## src/rtl/muldiv_pkg.sv

```systemverilog
// Shared definitions for the multicycle multiply/divide unit: op encoding,
// control FSM states and a small op-decode helper.
package muldiv_pkg;

   localparam logic [1:0] OP_MULT  = 2'b00;
   localparam logic [1:0] OP_MULTU = 2'b01;
   localparam logic [1:0] OP_DIV   = 2'b10;
   localparam logic [1:0] OP_DIVU  = 2'b11;

   typedef enum logic [1:0] {
      IDLE = 2'b00,
      RUN  = 2'b01,
      FIX  = 2'b10,
      ZDIV = 2'b11
   } state_e;

   // Divide ops have op[1] set; op[0] selects unsigned.
   function automatic logic is_div(input logic [1:0] op);
      return op[1];
   endfunction

endpackage

```

## src/rtl/muldiv_hilo_unit_step.sv

```systemverilog
// One radix-2 iteration on the 2*WIDTH accumulator.
// Multiply: conditional add of the multiplicand into the upper half, then a
//           right shift (the multiplier is consumed from acc[0]).
// Divide:   restoring trial subtract of the divisor from the partial
//           remainder, quotient bit shifted in at acc[0].
module muldiv_step #(
   parameter int WIDTH = 32
) (
   input  logic                 div_i,
   input  logic [2*WIDTH-1:0]   acc_i,
   input  logic [WIDTH-1:0]     opnd_i,
   output logic [2*WIDTH-1:0]   acc_o
);

   logic [WIDTH:0]   sum_s;
   logic [WIDTH:0]   rem_sh_s;
   logic [WIDTH-1:0] diff_s;
   logic             ge_s;

   // Single combinational step for whichever operation is in flight.
   always_comb begin
      sum_s    = {1'b0, acc_i[2*WIDTH-1:WIDTH]};
      rem_sh_s = {acc_i[2*WIDTH-1:WIDTH], acc_i[WIDTH-1]};
      diff_s   = rem_sh_s[WIDTH-1:0] - opnd_i;
      ge_s     = (rem_sh_s >= {1'b0, opnd_i});
      acc_o    = acc_i;
      if (acc_i[0]) begin
         sum_s = {1'b0, acc_i[2*WIDTH-1:WIDTH]} + {1'b0, opnd_i};
      end else begin
         sum_s = {1'b0, acc_i[2*WIDTH-1:WIDTH]};
      end
      if (div_i) begin
         // Remainder stays below the divisor, so the low WIDTH bits of the
         // difference are exact whenever the trial subtract succeeds.
         if (ge_s) begin
            acc_o = {diff_s, acc_i[WIDTH-2:0], 1'b1};
         end else begin
            acc_o = {rem_sh_s[WIDTH-1:0], acc_i[WIDTH-2:0], 1'b0};
         end
      end else begin
         acc_o = {sum_s, acc_i[WIDTH-1:1]};
      end
   end

endmodule

```

## src/rtl/muldiv_hilo_unit.sv

```systemverilog
// Multicycle signed/unsigned multiply/divide unit with architectural HI/LO
// registers, start/done handshake, abort and direct MTHI/MTLO writes.
module muldiv_hilo_unit
   import muldiv_pkg::*;
#(
   parameter int WIDTH = 32
) (
   input  logic             clk,
   input  logic             rst,
   input  logic             start,
   input  logic [1:0]       op,
   input  logic [WIDTH-1:0] a,
   input  logic [WIDTH-1:0] b,
   input  logic             abort,
   input  logic             wr_hi,
   input  logic             wr_lo,
   input  logic [WIDTH-1:0] wr_data,
   output logic             busy,
   output logic             done,
   output logic             div_zero,
   output logic [WIDTH-1:0] hi,
   output logic [WIDTH-1:0] lo
);

   localparam int CNT_W = $clog2(WIDTH) + 1;
   localparam logic [WIDTH-1:0]   ZERO_W  = {WIDTH{1'b0}};
   localparam logic [2*WIDTH-1:0] ZERO_2W = {(2*WIDTH){1'b0}};
   localparam logic [CNT_W-1:0]   CNT_ONE = {{(CNT_W-1){1'b0}}, 1'b1};
   localparam logic [CNT_W-1:0]   CNT_ZERO = {CNT_W{1'b0}};

   state_e             state_q, state_d;
   logic [CNT_W-1:0]   cnt_q, cnt_d;
   logic [2*WIDTH-1:0] acc_q, acc_d;
   logic [WIDTH-1:0]   opnd_q, opnd_d;
   logic               div_q, div_d;
   logic               neg_res_q, neg_res_d;
   logic               neg_rem_q, neg_rem_d;
   logic [WIDTH-1:0]   hi_q, hi_d;
   logic [WIDTH-1:0]   lo_q, lo_d;
   logic               busy_q, busy_d;
   logic               done_q, done_d;
   logic               dz_q, dz_d;

   logic               sa_s, sb_s;
   logic [WIDTH-1:0]   abs_a_s, abs_b_s;
   logic [2*WIDTH-1:0] step_acc_s;
   logic [2*WIDTH-1:0] prod_s;
   logic [WIDTH-1:0]   quo_s, rem_s;

   muldiv_step #(.WIDTH(WIDTH)) u_step (
      .div_i  (div_q),
      .acc_i  (acc_q),
      .opnd_i (opnd_q),
      .acc_o  (step_acc_s)
   );

   // Operand magnitudes and sign-corrected results.
   always_comb begin
      sa_s    = ~op[0] & a[WIDTH-1];
      sb_s    = ~op[0] & b[WIDTH-1];
      abs_a_s = sa_s ? (ZERO_W - a) : a;
      abs_b_s = sb_s ? (ZERO_W - b) : b;
      prod_s  = neg_res_q ? (ZERO_2W - acc_q) : acc_q;
      quo_s   = neg_res_q ? (ZERO_W - acc_q[WIDTH-1:0]) : acc_q[WIDTH-1:0];
      rem_s   = neg_rem_q ? (ZERO_W - acc_q[2*WIDTH-1:WIDTH]) : acc_q[2*WIDTH-1:WIDTH];
   end

   // Control FSM next state and datapath next values.
   always_comb begin
      state_d   = state_q;
      cnt_d     = cnt_q;
      acc_d     = acc_q;
      opnd_d    = opnd_q;
      div_d     = div_q;
      neg_res_d = neg_res_q;
      neg_rem_d = neg_rem_q;
      hi_d      = hi_q;
      lo_d      = lo_q;
      done_d    = 1'b0;
      dz_d      = 1'b0;
      case (state_q)
         IDLE: begin
            // Direct writes land now; a result started this cycle overwrites later.
            if (wr_hi) begin
               hi_d = wr_data;
            end else begin
               hi_d = hi_q;
            end
            if (wr_lo) begin
               lo_d = wr_data;
            end else begin
               lo_d = lo_q;
            end
            if (start) begin
               if (is_div(op) && (b == ZERO_W)) begin
                  state_d = ZDIV;
                  done_d  = 1'b1;
                  dz_d    = 1'b1;
               end else begin
                  state_d   = RUN;
                  cnt_d     = CNT_W'(WIDTH);
                  div_d     = is_div(op);
                  neg_res_d = sa_s ^ sb_s;
                  neg_rem_d = sa_s;
                  if (is_div(op)) begin
                     opnd_d = abs_b_s;
                     acc_d  = {ZERO_W, abs_a_s};
                  end else begin
                     opnd_d = abs_a_s;
                     acc_d  = {ZERO_W, abs_b_s};
                  end
               end
            end else begin
               state_d = IDLE;
            end
         end
         RUN: begin
            if (abort) begin
               state_d = IDLE;
               cnt_d   = CNT_ZERO;
            end else begin
               acc_d = step_acc_s;
               cnt_d = cnt_q - CNT_ONE;
               if (cnt_q == CNT_ONE) begin
                  state_d = FIX;
               end else begin
                  state_d = RUN;
               end
            end
         end
         FIX: begin
            state_d = IDLE;
            cnt_d   = CNT_ZERO;
            if (abort) begin
               done_d = 1'b0;
            end else begin
               done_d = 1'b1;
               if (div_q) begin
                  hi_d = rem_s;
                  lo_d = quo_s;
               end else begin
                  hi_d = prod_s[2*WIDTH-1:WIDTH];
                  lo_d = prod_s[WIDTH-1:0];
               end
            end
         end
         ZDIV: begin
            state_d = IDLE;
         end
         default: begin
            state_d = IDLE;
         end
      endcase
      busy_d = (state_d == RUN) || (state_d == FIX);
   end

   // State and datapath registers with synchronous reset.
   always_ff @(posedge clk) begin
      if (rst) begin
         state_q   <= IDLE;
         cnt_q     <= CNT_ZERO;
         acc_q     <= ZERO_2W;
         opnd_q    <= ZERO_W;
         div_q     <= 1'b0;
         neg_res_q <= 1'b0;
         neg_rem_q <= 1'b0;
         hi_q      <= ZERO_W;
         lo_q      <= ZERO_W;
         busy_q    <= 1'b0;
         done_q    <= 1'b0;
         dz_q      <= 1'b0;
      end else begin
         state_q   <= state_d;
         cnt_q     <= cnt_d;
         acc_q     <= acc_d;
         opnd_q    <= opnd_d;
         div_q     <= div_d;
         neg_res_q <= neg_res_d;
         neg_rem_q <= neg_rem_d;
         hi_q      <= hi_d;
         lo_q      <= lo_d;
         busy_q    <= busy_d;
         done_q    <= done_d;
         dz_q      <= dz_d;
      end
   end

   assign busy     = busy_q;
   assign done     = done_q;
   assign div_zero = dz_q;
   assign hi       = hi_q;
   assign lo       = lo_q;

endmodule

```

## config.mk

```make
export PLATFORM = sky130hd
export DESIGN_NAME = muldiv_hilo_unit
export DESIGN_NICKNAME = d
export VERILOG_FILES = /design/src/rtl/muldiv_pkg.sv /design/src/rtl/muldiv_hilo_unit_step.sv /design/src/rtl/muldiv_hilo_unit.sv
export SDC_FILE = /design/constraint.sdc
export NUM_CORES = 1
export LEC_CHECK = 0
export BUFFER_PORTS_ARGS = -buffer_cell sky130_fd_sc_hd__clkbuf_2
export CAP_MARGIN = 20
export CORE_UTILIZATION = 60
export CTS_CLUSTER_SIZE = 20
export DETAILED_ROUTE_END_ITERATION = 10
export PLACE_DENSITY_LB_ADDON = 0.25
export SLEW_MARGIN = 5
export SYNTH_ARGS = -nofsm -noshare
export SYNTH_HDL_FRONTEND = slang
export SYNTH_SLANG_ARGS = --single-unit
```

## constraint.sdc

```tcl
create_clock -name clk -period 7.8 [get_ports clk]
set_clock_uncertainty 0.2 [all_clocks]
set_input_delay 0 -clock clk [delete_from_list [all_inputs] [get_ports clk]]
set_output_delay 0 -clock clk [all_outputs]
set_load 0.1 [all_outputs]
```

# After elaboration in Yosys (flattened, before gate mapping)

Index checks and enable logic that the tools add are counted.
W data, S select, Z words.

Flip-flop bits (word level): 174
Output and inout port bits: 67
Bits of input ports: 104
Logic and storage cells: 88

Bitwise gates (word level): 6
Reduce and logical (&&, ||, !) cells: 14
Multiplexer cells: 35
Magnitude comparators: 1
Equality and inequality tests: 12
$add $sub $neg: 8

Operators with widths:

| cell                    | number |
|---|---|
| $mux W32                | 12 |
| $mux W64                | 6 |
| $pmux W32 S2            | 2 |
| $pmux W64 S2            | 1 |
| $sub A1 B32 Y32 const A | 4 |
| $sub A1 B64 Y64 const A | 1 |
| $add A32 B32 Y33        | 1 |
| $ge A33 B32 Y1          | 1 |
| $mux W33                | 1 |
| $logic_not A32 Y1       | 1 |
| $sub A32 B32 Y32        | 1 |
| $mux W6                 | 3 |
| $pmux W6 S3             | 1 |
| $ne A2 B2 Y1 const B    | 6 |
| $reduce_and A3 Y1       | 4 |
| $mux W2                 | 4 |
| $eq A2 B2 Y1 const B    | 3 |
| $eq A6 B1 Y1 const B    | 1 |
| $pmux W2 S3             | 1 |
| $sub A6 B1 Y6 const B   | 1 |
| $eq A2 B1 Y1 const B    | 2 |
| $reduce_and A4 Y1       | 1 |
| $reduce_bool A2 Y1      | 2 |
| $reduce_or A2 Y1        | 2 |
| other kinds (9)         | 14 |

# Logic depth before layout (Yosys ltp)

Word-level depth: 7
Mapped depth: 14

# By module

A second synthesis with hierarchy kept.

Cell total of the unflattened synthesis: 2170
Area, all modules: 15808.9 um^2

Modules (own cells, without submodules):

| module           | times used | area an instance (um^2) | cells an instance | seq. area each (um^2) |
|---|---|---|---|---|
| muldiv_hilo_unit | 1          | 10689.0                 | 1418              | 3483.3 |
| muldiv_step      | 1          | 5119.9                  | 752               | 0.0 |

# Worst setup path after synthesis

No wires, ideal clock.

Kind: flip-flop to flip-flop
Start point: register acc_q[0]
End point: register hi_q[14] (netlist: hi[14])
Setup time: 70 ps
Period minus slack after synthesis: 3233 ps
Arrival time: 2963 ps
Stages on the path, launching flop included: 15
Path slack: 4567 ps
Data required time: 7530 ps
Cell sequence: dfxtp_1 clkbuf_1 inv_1 clkbuf_1 clkbuf_1 ha_1 nor3b_2 nand4_2 or3_4 and2_4 buf_6 o21ai_2 xor2_1 a211o_1 a21oi_1

Longest elaborated chain between the ends: 5

Ends and longest elaborated chain:

| what                   | RTL line                | source |
|---|---|---|
| start, declared        | muldiv_hilo_unit.sv:33  | `logic [2*WIDTH-1:0] acc_q, acc_d;` |
| start signal, assigned | muldiv_hilo_unit.sv:162 | `acc_q <= ZERO_2W;` |
| start signal, assigned | muldiv_hilo_unit.sv:175 | `acc_q <= acc_d;` |
| $sub A1 B64 Y64        | muldiv_hilo_unit.sv:63  | `prod_s = neg_res_q ? (ZERO_2W - acc_q) : acc_q;` |
| $mux W64               | muldiv_hilo_unit.sv:63  |  |
| $mux W32               | muldiv_hilo_unit.sv:138 | `if (div_q) begin` |
| $mux W32               | muldiv_hilo_unit.sv:134 | `if (abort) begin` |
| $pmux W32 S2           | muldiv_hilo_unit.sv:81  | `case (state_q)` |
| end signal, assigned   | muldiv_hilo_unit.sv:180 | `hi_q <= hi_d;` |
| end, declared          | muldiv_hilo_unit.sv:38  | `logic [WIDTH-1:0] hi_q, hi_d;` |

No other way between the ends. The select of a mux whose other input is x is not followed.
A chain may end at the register's enable or synchronous reset.

# Worst setup path in the final report

Start point: register acc_q[32]
End point: register acc_q[61]

Longest elaborated chain between the ends: 5
Elaborated cells on any way between the ends: 8

Ends and longest elaborated chain:

| what                                           | RTL line                                                 | source |
|---|---|---|
| $add A32 B32 Y33, or another cell as far along | muldiv_hilo_unit_step.sv:28                              | `sum_s = {1'b0, acc_i[2*WIDTH-1:WIDTH]} + {1'b0, opnd_i};` |
| $mux W33 / $mux W64 (equally long branches)    | muldiv_hilo_unit_step.sv:27, muldiv_hilo_unit_step.sv:35 |  |
| $mux W64 (*)                                   | muldiv_hilo_unit_step.sv:32                              | `if (div_i) begin` |
| $mux W64 (*)                                   | muldiv_hilo_unit.sv:118                                  | `if (abort) begin` |
| $pmux W64 S2 (*)                               | muldiv_hilo_unit.sv:81                                   |  |

Every way passes the cells marked *; elsewhere a longest branch is shown, timed or not. The select of a mux whose other input is x is not followed.

==> impl_results.md <==
- Clock slew at the register clock pins of the worst setup and hold paths: 0.07 ns
- Synthesis-stage register bit count: 174
- Maximum number of pins on one net before global-route repair: between 90 and 100
- Gp weighted congestion: 1.03
- Number of gates resized after CTS: 0
- Count of cells along the worst register-to-register path: 12
- Start point of the worst min-delay path: a[30]
- Overall fraction of global-route tracks in use: 0.415
- Area Overhead vs Synth: 14.3%
- Setup slack of the worst register-to-register path: 3.89 ns
- Total power per unit cell area: 170 nW/µm²
- Share of flip-flops with an asynchronous set or reset: 0
- Number of global-route vias before repair: 14900
- Number of enable flip-flop cells after synthesis: 0
- Min-Delay Endpoint: opnd_q[31]$_SDFFE_PP0P_
- Clock insertion delay at the later pin of the skew report: 0.45 ns
- TritonCTS sink count: ~170
- Number of nets in the finished design: about 2400
- Number of buffers created by CTS: 17
- Worst-path fanout max: 11
- Cell-by-cell trace of the critical path: ha_1 -> inv_1 -> fa_1 -> nand2b_1 -> a21o_1 -> a2111o_1 -> nand3b_1 -> nand4_1 -> o211ai_1 -> a211oi_1 -> o31a_1 -> a41oi_1
- Buffers from clock root to sink, at most: 2
- Max stage delay cell, worst path: sky130_fd_sc_hd__dfxtp_1
- GR Overflow Total: 0
- Data arrival time of the worst path: approximately 4.1 ns
- Share of layout cells above drive strength 1: 0.128
- Core area: ~25000 µm²
- Filler cell count in the final layout: roughly 2200
- CTS Root Cell: sky130_fd_sc_hd__clkbuf_16
- Clock period minus worst slack: 3.91 ns
- H-tree levels: 4
- Post-route DRC violation count: 0
- Number of standard-cell rows in the floorplan: 58
- Number of pins with negative max-slew slack in the final report: 0
- Die Area: 26200 µm²
- Initial standard-cell utilization of the core: 0.611
- Total iterations of the first detailed-routing run: 9
- Routed via count: 17000
- Number of buffers and inverters on the critical path: 1
- Data required time of the worst path: 7.96 ns
- Number of stages on the worst hold path: 5
- Number of routed nets with antenna violations: 0
- Max-slew headroom: 0.158
- Terminus of the critical flop-to-flop path: acc_q[61]$_SDFFE_PP0P_
- Synthesized net count: 2291
- Worst min path class: primary input to flip-flop
- First-pass GRT wire length: 84.3 mm
- Instance count of the mapped netlist: 2112
- IR drop worst, VDD: ~0.14 mV
- Total negative slack: 0 ns
- Unrepaired setup endpoints after global routing: no
- Worst setup EP type: flip-flop
- Number of placed I/O pins: roughly 170
- Family with the most delay on the worst path: compound AO/OA/AOI/OAI gates
- Run status: completed
- Height of the die: 162 µm
- Total leakage power: 7.27 nW
- Die X-Extent: around 160 µm
- Number of library cell types mapped by synthesis: 84
- Antenna violations before repair: 1
- Drt wl/cell: 21.7 µm
- Slowest stage delay, CP: 0.58 ns
- Post-route cell area: 17500 µm²
- Yosys warning count: 0
- Detailed Route Iter0 Violations: 2567
- Sequential-to-total area share from yosys stat: 0.227
- Part of the cycle the worst path needs: 0.501
- Count of port buffers added during placement: 170
- Class of the most critical setup path: flip-flop to flip-flop
- Setup Fix Bufs, Post-CTS: 0
- Max_cap viols: 0
- Final setup viols: 0
- Wire length after detailed routing: 56.1 mm
- Multi-input logic area: ~11000 µm²
- Hold Violations, Final: 0
- Clock tree from TritonCTS: built
- Synthesized area per cell: around 7.3 µm²
- Count of hold-fix buffers inserted at cts: 70
- Estimated wirelength of the detail-placed design: 41.6 mm
- Netlist Area Pre-Place: approximately 15000 µm²
- Startpoint types: flip-flop
- Top achievable clock speed: between 200 and 300 MHz
- Flip-flop cell with the highest count after synthesis: sky130_fd_sc_hd__dfxtp_1
- Transition at the pin with the smallest max-transition slack: 1.26 ns
- Reg-to-reg startpoint: acc_q[32]$_SDFFE_PP0P_
- Sequential cell area: 3490 µm²
- Placed Area: 16200 µm²
- Average via count per standard cell: 6.56
==> stage by stage <==
step / setup slack [ns] / instances / power, W / hold WS, ns / util
finish: 3.89 / 2587 / 0.00299 / 0.0265 / 0.699
detailed placement: 3.33 / 2483 / 0.00202 / 0.0922 / 0.645
global placement: 3.50 / 2483 / 0.00201 / 0.0735 / 0.645
CTS: 3.34 / 2585 / 0.00296 / 0.000801 / 0.698
global route: 3.71 / 2586 / 0.00310 / 0.0283 / 0.699
floorplan: 4.57 / 2112 / 0.00175 / -0.0511 / -
==> per-layer routing <==
metal  track usage  part of all wire  vias up
met5             0                 0        -
met4         0.228             0.057        0
met3        0.0779              0.11      155
met2         0.639              0.43     1023
met1         0.544              0.40     7822
li1              -                 -     7969
==> kinds of logic (layout without fill, tap and decap cells) <==
group,count (synthesis),after routing,share of synthesized area
adders and majority gates,75,75,0.0621
AOI/OAI and AO/OA,693,693,0.293
and+or+nand+nor,716,716,0.219
buffers and inverters,219,363,0.0557
DFF,174,174,0.227
xor gates and xnor gates,162,162,0.0924
other,0,1,0
muxes,73,73,0.0503
==> worst max-delay path by stage <==
| stage | start | endpoint | slack (ns) | cells after the start |
|---|---|---|---|---|
| detailed placement | acc_q[41]$_SDFFE_PP0P_ | acc_q[42]$_SDFFE_PP0P_ | 3.33 | 11 |
| finish | acc_q[32]$_SDFFE_PP0P_ | acc_q[61]$_SDFFE_PP0P_ | 3.89 | 12 |
| CTS | acc_q[41]$_SDFFE_PP0P_ | acc_q[42]$_SDFFE_PP0P_ | 3.34 | 11 |
| global placement | acc_q[41]$_SDFFE_PP0P_ | acc_q[42]$_SDFFE_PP0P_ | 3.50 | 11 |
| global route | acc_q[32]$_SDFFE_PP0P_ | acc_q[61]$_SDFFE_PP0P_ | 3.71 | 12 |
| floorplan | acc_q[0]$_SDFFE_PP0P_ | hi[14]$_SDFFE_PP0P_ | 4.57 | 14 |
==> where the power goes <==
part           total [W]  switching, W  internal, W
combinational    0.00104      0.000713     0.000330
sequential       0.00102     0.0000767     0.000948
clock           0.000922      0.000477     0.000446
==> Yosys cell counts, types with 5 or more instances <==
master | n | share of area
sky130_fd_sc_hd__nor4b_1 | 5 | 0.0029
sky130_fd_sc_hd__a21o_1 | 32 | 0.016
sky130_fd_sc_hd__nand3_1 | 36 | 0.012
sky130_fd_sc_hd__a32oi_1 | 5 | 0.0029
sky130_fd_sc_hd__nand4_1 | 20 | 0.0081
sky130_fd_sc_hd__a41oi_1 | 5 | 0.0029
sky130_fd_sc_hd__mux2_2 | 33 | 0.024
sky130_fd_sc_hd__inv_1 | 71 | 0.017
sky130_fd_sc_hd__and3_1 | 13 | 0.0053
sky130_fd_sc_hd__o31a_1 | 7 | 0.0040
sky130_fd_sc_hd__nand2_1 | 213 | 0.052
sky130_fd_sc_hd__ha_1 | 73 | 0.059
sky130_fd_sc_hd__a32o_1 | 18 | 0.012
sky130_fd_sc_hd__a211oi_1 | 114 | 0.056
sky130_fd_sc_hd__or3_1 | 18 | 0.0073
sky130_fd_sc_hd__o211ai_1 | 41 | 0.020
sky130_fd_sc_hd__buf_2 | 15 | 0.0049
sky130_fd_sc_hd__o31ai_1 | 27 | 0.013
sky130_fd_sc_hd__dfxtp_1 | 174 | 0.23
sky130_fd_sc_hd__a31oi_1 | 18 | 0.0073
sky130_fd_sc_hd__nor4_1 | 18 | 0.0073
sky130_fd_sc_hd__a21oi_1 | 217 | 0.071
sky130_fd_sc_hd__nand2b_1 | 11 | 0.0045
sky130_fd_sc_hd__clkbuf_1 | 122 | 0.030
sky130_fd_sc_hd__nor2_1 | 243 | 0.059
sky130_fd_sc_hd__a22o_1 | 6 | 0.0034
sky130_fd_sc_hd__xor2_1 | 95 | 0.054
sky130_fd_sc_hd__and2_1 | 14 | 0.0057
sky130_fd_sc_hd__mux2i_1 | 40 | 0.026
sky130_fd_sc_hd__nand3b_1 | 7 | 0.0034
sky130_fd_sc_hd__or2_2 | 5 | 0.0020
sky130_fd_sc_hd__or4_1 | 14 | 0.0068
sky130_fd_sc_hd__nor3b_1 | 5 | 0.0024
sky130_fd_sc_hd__o21ai_0 | 113 | 0.037
sky130_fd_sc_hd__nor2b_1 | 9 | 0.0037
sky130_fd_sc_hd__nor3_1 | 64 | 0.021
sky130_fd_sc_hd__o21a_1 | 20 | 0.0098
sky130_fd_sc_hd__o41ai_1 | 7 | 0.0040
sky130_fd_sc_hd__o21ai_1 | 7 | 0.0023
sky130_fd_sc_hd__a211o_1 | 12 | 0.0068
sky130_fd_sc_hd__xnor2_1 | 67 | 0.038
sky130_fd_sc_hd__buf_1 | 7 | 0.0017
==> worst register-to-register path, delay by kind of cell (launching register included) <==
kind,cells,cell delay [ns]
AND/OR/NAND/NOR,3,0.67
flip-flops,1,0.58
buffers and inverters,1,0.08
AO/OA/AOI/OAI,6,1.58
adder cells (fa/ha/maj),2,0.72
==> flip-flops by register name, indices dropped and copies added, names as in the netlist, 2 cells and up <==
| register | cells |
|---|---|
| opnd_q | 32 |
| lo | 32 |
| hi | 32 |
| state_q | 2 |
| acc_q | 64 |
| cnt_q | 6 |
==> final cells by class <==
cell class                      count  area share
Antenna cell                        1    0.000143
Clock buffer                       17      0.0242
Clock inverter                     15      0.0115
Inverter                           73      0.0156
Multi-Input combinational cell   1719       0.630
Sequential cell                   174       0.199
Tap cell                          330      0.0235
Timing Repair Buffer              258      0.0965
==> placed cells by master, fill, tap and decap left out, types with 12 or more instances in the layout <==
cell type                       instances
sky130_fd_sc_hd__a211o_1               12
sky130_fd_sc_hd__a211oi_1             114
sky130_fd_sc_hd__a21o_1                32
sky130_fd_sc_hd__a21oi_1              217
sky130_fd_sc_hd__a31oi_1               18
sky130_fd_sc_hd__a32o_1                18
sky130_fd_sc_hd__and2_1                14
sky130_fd_sc_hd__and3_1                13
sky130_fd_sc_hd__buf_4                 18
sky130_fd_sc_hd__clkbuf_16             17
sky130_fd_sc_hd__clkbuf_2             169
sky130_fd_sc_hd__dfxtp_1              173
sky130_fd_sc_hd__dlygate4sd3_1         70
sky130_fd_sc_hd__ha_1                  71
sky130_fd_sc_hd__inv_1                 71
sky130_fd_sc_hd__mux2_2                33
sky130_fd_sc_hd__mux2i_1               40
sky130_fd_sc_hd__nand2_1              213
sky130_fd_sc_hd__nand3_1               36
sky130_fd_sc_hd__nand4_1               20
sky130_fd_sc_hd__nor2_1               241
sky130_fd_sc_hd__nor3_1                64
sky130_fd_sc_hd__nor4_1                18
sky130_fd_sc_hd__o211ai_1              41
sky130_fd_sc_hd__o21a_1                20
sky130_fd_sc_hd__o21ai_0              113
sky130_fd_sc_hd__o31ai_1               27
sky130_fd_sc_hd__or3_1                 18
sky130_fd_sc_hd__or4_1                 14
sky130_fd_sc_hd__xnor2_1               67
sky130_fd_sc_hd__xor2_1                95
Power figures use the tool's default switching activity.
